File: config.mk
export PLATFORM = sky130hd
export DESIGN_NAME = data_compare_seq_flat
export DESIGN_NICKNAME = d
export VERILOG_FILES = /design/src/rtl/data_compare_seq_if.sv /design/src/rtl/data_compare_seq.sv /design/src/flat_wrapper.sv
export SDC_FILE = /design/constraint.sdc
export NUM_CORES = 1
export LEC_CHECK = 0
export ABC_AREA = 1
export CAP_MARGIN = 25
export CORE_UTILIZATION = 50
export CTS_CLUSTER_DIAMETER = 150
export DETAILED_ROUTE_END_ITERATION = 8
export HOLD_SLACK_MARGIN = 0.15
export PLACE_DENSITY = 0.78
export SYNTH_ARGS = -nofsm -noshare
export SYNTH_HDL_FRONTEND = slang
export SYNTH_SLANG_ARGS = --single-unit
export TNS_END_PERCENT = 10
File: constraint.sdc
create_clock -name iClk -period 2.95 [get_ports iClk]
set_input_delay 0.4425 -clock iClk [delete_from_list [all_inputs] [get_ports iClk]]
set_output_delay 0.4425 -clock iClk [all_outputs]
set_load 0.01 [all_outputs]
File: src/rtl/data_compare_seq_if.sv
// Request/result bus for data_compare_seq.
// The slave modport is the comparator side; the master modport is the requester/consumer side.
interface data_compare_seq_if #(
  parameter int WIDTH = 16,
  parameter int CNTW  = 3
);
  logic             iValid;
  logic             oReady;
  logic [WIDTH-1:0] iData_a;
  logic [WIDTH-1:0] iData_b;
  logic [2:0]       iData;
  logic             oValid;
  logic             iReady;
  logic [2:0]       oData;
  logic [CNTW-1:0]  oCnt;

  modport slave (
    input  iValid, iData_a, iData_b, iData, iReady,
    output oReady, oValid, oData, oCnt
  );

  modport master (
    output iValid, iData_a, iData_b, iData, iReady,
    input  oReady, oValid, oData, oCnt
  );
endinterface

File: src/rtl/data_compare_seq.sv
// Sequential magnitude comparator: compares two WIDTH-bit operands one
// SLICE-bit slice per clock, MSB slice first, stopping at the first unequal
// slice. Equal operands pass the captured cascade value {gt,lt,eq} through.
// Optional feature: define SIGNED_CMP_EN to treat the operands as two's
// complement (only the MSB slice is compared signed).
module data_compare_seq #(
  parameter int WIDTH = 16,
  parameter int SLICE = 4
) (
  input  logic               iClk,
  input  logic               iRst_n,
  data_compare_seq_if.slave  bus
);

  localparam int NSLICE = WIDTH / SLICE;
  localparam int CNTW   = $clog2(NSLICE) + 1;
  localparam int IDXW   = (NSLICE > 1) ? $clog2(NSLICE) : 1;
  localparam logic [IDXW-1:0] LAST_IDX  = IDXW'(NSLICE - 1);
  localparam logic [CNTW-1:0] FULL_CNT  = CNTW'(NSLICE);

  if ((SLICE < 1) || (SLICE > WIDTH) || ((WIDTH % SLICE) != 0)) begin : g_param_check
    $error("data_compare_seq: WIDTH must be a non-zero multiple of SLICE");
  end

  typedef enum logic [1:0] {IDLE, CMP, DONE} state_t;

  state_t           state;
  logic [WIDTH-1:0] a_q;
  logic [WIDTH-1:0] b_q;
  logic [2:0]       casc_q;
  logic [IDXW-1:0]  idx;
  logic             ready_q;
  logic             valid_q;
  logic [2:0]       data_q;
  logic [CNTW-1:0]  cnt_q;

  logic [SLICE-1:0] slice_a;
  logic [SLICE-1:0] slice_b;
  logic             slice_gt;
  logic             slice_lt;

  // Extract and compare the slice at the current index.
  always_comb begin
    slice_a  = a_q[int'(idx) * SLICE +: SLICE];
    slice_b  = b_q[int'(idx) * SLICE +: SLICE];
`ifdef SIGNED_CMP_EN
    if (idx == LAST_IDX) begin
      slice_gt = $signed(slice_a) > $signed(slice_b);
      slice_lt = $signed(slice_a) < $signed(slice_b);
    end else begin
      slice_gt = slice_a > slice_b;
      slice_lt = slice_a < slice_b;
    end
`else
    slice_gt = slice_a > slice_b;
    slice_lt = slice_a < slice_b;
`endif
  end

  // Control FSM with registered handshake and result outputs.
  always_ff @(posedge iClk or negedge iRst_n) begin
    if (!iRst_n) begin
      state   <= IDLE;
      a_q     <= '0;
      b_q     <= '0;
      casc_q  <= '0;
      idx     <= '0;
      ready_q <= 1'b0;
      valid_q <= 1'b0;
      data_q  <= '0;
      cnt_q   <= '0;
    end else begin
      case (state)
        IDLE: begin
          // oReady comes up one edge after reset release, so the first
          // accept can only happen on the edge after that.
          if (bus.iValid && ready_q) begin
            a_q     <= bus.iData_a;
            b_q     <= bus.iData_b;
            casc_q  <= bus.iData;
            idx     <= LAST_IDX;
            ready_q <= 1'b0;
            state   <= CMP;
          end else begin
            ready_q <= 1'b1;
          end
        end
        CMP: begin
          if (slice_gt || slice_lt) begin
            data_q  <= slice_gt ? 3'b100 : 3'b010;
            cnt_q   <= FULL_CNT - CNTW'(idx);
            valid_q <= 1'b1;
            state   <= DONE;
          end else if (idx != '0) begin
            idx <= idx - 1'b1;
          end else begin
            data_q  <= casc_q;
            cnt_q   <= FULL_CNT;
            valid_q <= 1'b1;
            state   <= DONE;
          end
        end
        DONE: begin
          if (bus.iReady) begin
            valid_q <= 1'b0;
            ready_q <= 1'b1;
            state   <= IDLE;
          end
        end
        default: begin
          state   <= IDLE;
          ready_q <= 1'b0;
          valid_q <= 1'b0;
        end
      endcase
    end
  end

  assign bus.oReady = ready_q;
  assign bus.oValid = valid_q;
  assign bus.oData  = data_q;
  assign bus.oCnt   = cnt_q;

endmodule

File: src/flat_wrapper.sv
// flat-port wrapper written by rule: the top's interface ports become plain ports
module data_compare_seq_flat 
#(
  parameter int WIDTH = 16,
  parameter int SLICE = 4
)
  (iClk, iRst_n, bus_iValid, bus_iData_a, bus_iData_b, bus_iData, bus_iReady, bus_oReady, bus_oValid, bus_oData, bus_oCnt);
  data_compare_seq_if #(.WIDTH(WIDTH), .CNTW(($clog2((WIDTH / SLICE)) + 1))) bus_i ();
  input  logic iClk;
  input  logic iRst_n;
  input wire logic [$bits(bus_i.iValid)-1:0] bus_iValid;
  input wire logic [$bits(bus_i.iData_a)-1:0] bus_iData_a;
  input wire logic [$bits(bus_i.iData_b)-1:0] bus_iData_b;
  input wire logic [$bits(bus_i.iData)-1:0] bus_iData;
  input wire logic [$bits(bus_i.iReady)-1:0] bus_iReady;
  output wire logic [$bits(bus_i.oReady)-1:0] bus_oReady;
  output wire logic [$bits(bus_i.oValid)-1:0] bus_oValid;
  output wire logic [$bits(bus_i.oData)-1:0] bus_oData;
  output wire logic [$bits(bus_i.oCnt)-1:0] bus_oCnt;
  assign bus_i.iValid = bus_iValid;
  assign bus_i.iData_a = bus_iData_a;
  assign bus_i.iData_b = bus_iData_b;
  assign bus_i.iData = bus_iData;
  assign bus_i.iReady = bus_iReady;
  assign bus_oReady = bus_i.oReady;
  assign bus_oValid = bus_i.oValid;
  assign bus_oData = bus_i.oData;
  assign bus_oCnt = bus_i.oCnt;
  data_compare_seq #(.WIDTH(WIDTH), .SLICE(SLICE)) u_core (.iClk(iClk), .iRst_n(iRst_n), .bus(bus_i));
endmodule
==> results.toml <==
[status]
status = "complete, no violations"

[global_routing]
grt_pass1_wl_um = 6750
first_global_vias = 1492
antenna_found_initial = 0
grt_start_max_net_pins = 48
grt_use_total_pct = 20.3
overflow = 0

[power]
comb_power_share_pct = 50.2
p_switching_uw = 1140
p_leak_uw = 0.00134
seq_power_share_pct = 37.8
vdd_drop_max_mv = 0.491
switching_share_pct = 37.1
internal_power_uw = 1930
powerDensity_mw_per_mm2 = 1080
clkPwrFrac_pct = 12.0

[clock_tree]
root_buffer = "clkbuf_8"
cts.path.max_buffers = 2
cts_tree = "yes"
cts_htree_levels = 2
clkSlewWorstSetupHoldPaths_ps = 80
clk_latency_ps = 300
clock_sinks = 47
cts_made_buffers = 5

[timing]
skew_ps = 5.27
final.period_utilization_pct = 82.6
maxSlewViolCount = 0
finalHoldViolations = 0
relSlewSlack_pct = 55.1
fmax_mhz = 410
setup_viol = 0
whs_ps = 474
rsz0062_at_grt = "no"
finalSetupTns_ps = 0
tightest_slew_ps = 672
fin_ws_ps = 513
final.min_clock_period_ps = 2440

[finish]
finalInstanceArea_mm2 = 0.00284
final_nets = 297
final_cell_mix = "nand2_1 (51), dfrtp_1 (47), clkdlybuf4s50_1 (45)"
fillers = 339
drive_gt1_share_pct = 18.9
syn2layout_area_growth_pct = 26.7
mostFrequentLayoutCell = "nand2_1"
final-seq-area_mm2 = 0.00118
multiInputGateArea_um2 = 965
num_antenna_cells = 0

[worst_setup_path]
cp_data_required_time_ps = 3190
crit_fanout = 18
crit_start = "u_core.idx[0]$_DFFE_PN0P_"
crit_type = "reg2reg"
endpoint_kind = "flip-flop"
r2r_start = "u_core.idx[0]$_DFFE_PN0P_"
cp.arrival_ps = 2680
cp-start-kind = "flip-flop"

[logic_synthesis]
ys_types = 20
ys.flop_type = "dfrtp_1"
synth_cells = 204
ys_ff_latch = 47
async_flop_share_pct = 100
yosysWarningCount = 0
syn_area_mm2 = 0.00224
ys_seq_area_share_pct = 52.5
syn_avg_cell_area_um2 = 11.0
synth_edf_count = 0
syn_nets = 248

[floorplanning]
die_area_mm2 = 0.00475
coreArea_mm2 = 0.00414
rows = 23
fp.dieH_um = 68.9
io_pins = 47
die_x_um = 68.9
start_util_pct = 54.1

[drt]
wl_per_cell_um = 13.9
via_per_inst = 5.37
drtIter0Drc = 79
vias = 1631
drt-pass1-iter-count = 5
wirelength_um = 4210
drc = 0
postRouteAntennaNets = 0

[min_path]
hold_path.class = "reg2reg"
hold_start = "u_core.bus.oCnt[1]$_DFFE_PN0P_"

[place]
gp_congestion = 0.785
portBuffers = 46
dpl_cell_area_mm2 = 0.00273
hpwl_um = 2990
place_ws_ps = 560

[job]
drv_cap = 0
==> state kept, by name (all words and copies together), names as in the netlist <==
name and flops:
u_core.casc_q 3, u_core.bus.oData 3, u_core.bus.oValid 1, u_core.bus.oCnt 3, u_core.bus.oReady 1, u_core.b_q 16, u_core.a_q 16, u_core.idx 2
u_core.state 2
==> critical path, stage by stage (launching register included) <==
cell and delay (ps):
dfrtp_1 350, clkinv_1 400, o21ai_0 310, o22ai_1 120
ha_1 310, nand2_1 80, nor2_1 260, nand3_1 160
nand2_1 230, nand2_1 90, nand2_1 70
==> worst paths after layout <==
kind,end,slack (ps),depth (start not counted)
min in group asynchronous,u_core.bus.oReady$_DFFE_PN0P_,540,2
min reg2reg,u_core.bus.oCnt[1]$_DFFE_PN0P_,470,2
max in group asynchronous,u_core.b_q[4]$_DFFE_PN0P_,1930,3
min,u_core.bus.oCnt[1]$_DFFE_PN0P_,470,2
max reg2reg,u_core.bus.oData[2]$_DFFE_PN0P_,510,10
max,u_core.bus.oData[2]$_DFFE_PN0P_,510,10
==> stage by stage <==
step / util (%) / instances / total power [uW]
floorplan: - / 204 / 2300
global placement: 65.8 / 294 / 2650
detailed placement: 65.8 / 294 / 2700
CTS: 67.8 / 302 / 3080
global route: 68.5 / 304 / 3320
finish: 68.5 / 304 / 3060
==> cells in the mapped netlist (2+ instances only) <==
| master | n | area share [%] |
|---|---|---|
| mux2_2 | 18 | 9.0 |
| clkbuf_1 | 2 | 0.34 |
| nand2_1 | 51 | 8.5 |
| buf_2 | 2 | 0.45 |
| a21oi_1 | 6 | 1.3 |
| inv_2 | 2 | 0.34 |
| mux2_4 | 17 | 11 |
| inv_1 | 8 | 1.3 |
| o21ai_0 | 11 | 2.5 |
| buf_6 | 3 | 1.5 |
| o22ai_1 | 4 | 1.1 |
| a32o_1 | 4 | 1.8 |
| dfrtp_1 | 47 | 52 |
| nand3_1 | 8 | 1.8 |
| ha_1 | 5 | 2.8 |
| nor2_1 | 12 | 2.0 |
==> power by group through the flow <==
stage | Sequential (uW) | Clock (uW) | Combinational, uW
3_5_place_dp | 1170 | 0 | 1530
3_3_place_gp | 1160 | 0 | 1490
2_1_floorplan | 1120 | 0 | 1180
5_1_grt | 1190 | 408 | 1720
4_1_cts | 1160 | 379 | 1540
6_report | 1160 | 367 | 1540
==> cells by family (layout without fill, tap and decap cells) <==
| logic type | after synthesis | count (layout) | synth area share [%] |
|---|---|---|---|
| simple gates | 73 | 73 | 13.1 |
| flops | 47 | 47 | 52.5 |
| mux | 35 | 35 | 20.4 |
| fa+ha+maj | 5 | 5 | 2.79 |
| buf+inv | 19 | 69 | 4.47 |
| compound gates | 25 | 25 | 6.70 |
==> what timing repair did <==
| action | 4_1_cts | 5_1_grt |
|---|---|---|
| hold buffers | 0 | 1 |
| resized for setup | 0 | 0 |
| buffers inserted | 0 | 0 |
| endpoints found under the setup margin | 0 | 0 |
| hold endpoints to repair | 0 | 10 |
==> layout make-up <==
class	count	area share, %
Inverter	11	1.45
Tap cell	50	2.20
Timing Repair Buffer	50	18.1
Clock inverter	1	0.176
Sequential cell	47	41.4
Multi-Input combinational cell	138	34.0
Clock buffer	7	2.69
==> metal layers <==
layer | wire [um] | global-route usage [%] | part of all wire [%]
met1 | 1860 | 25.7 | 44
met2 | 2060 | 33.4 | 49
met3 | 234 | 5.26 | 5.6
met4 | 59 | 7.40 | 1.4
met5 | 0 | 0 | 0
(Power assumes the default switching activity.)
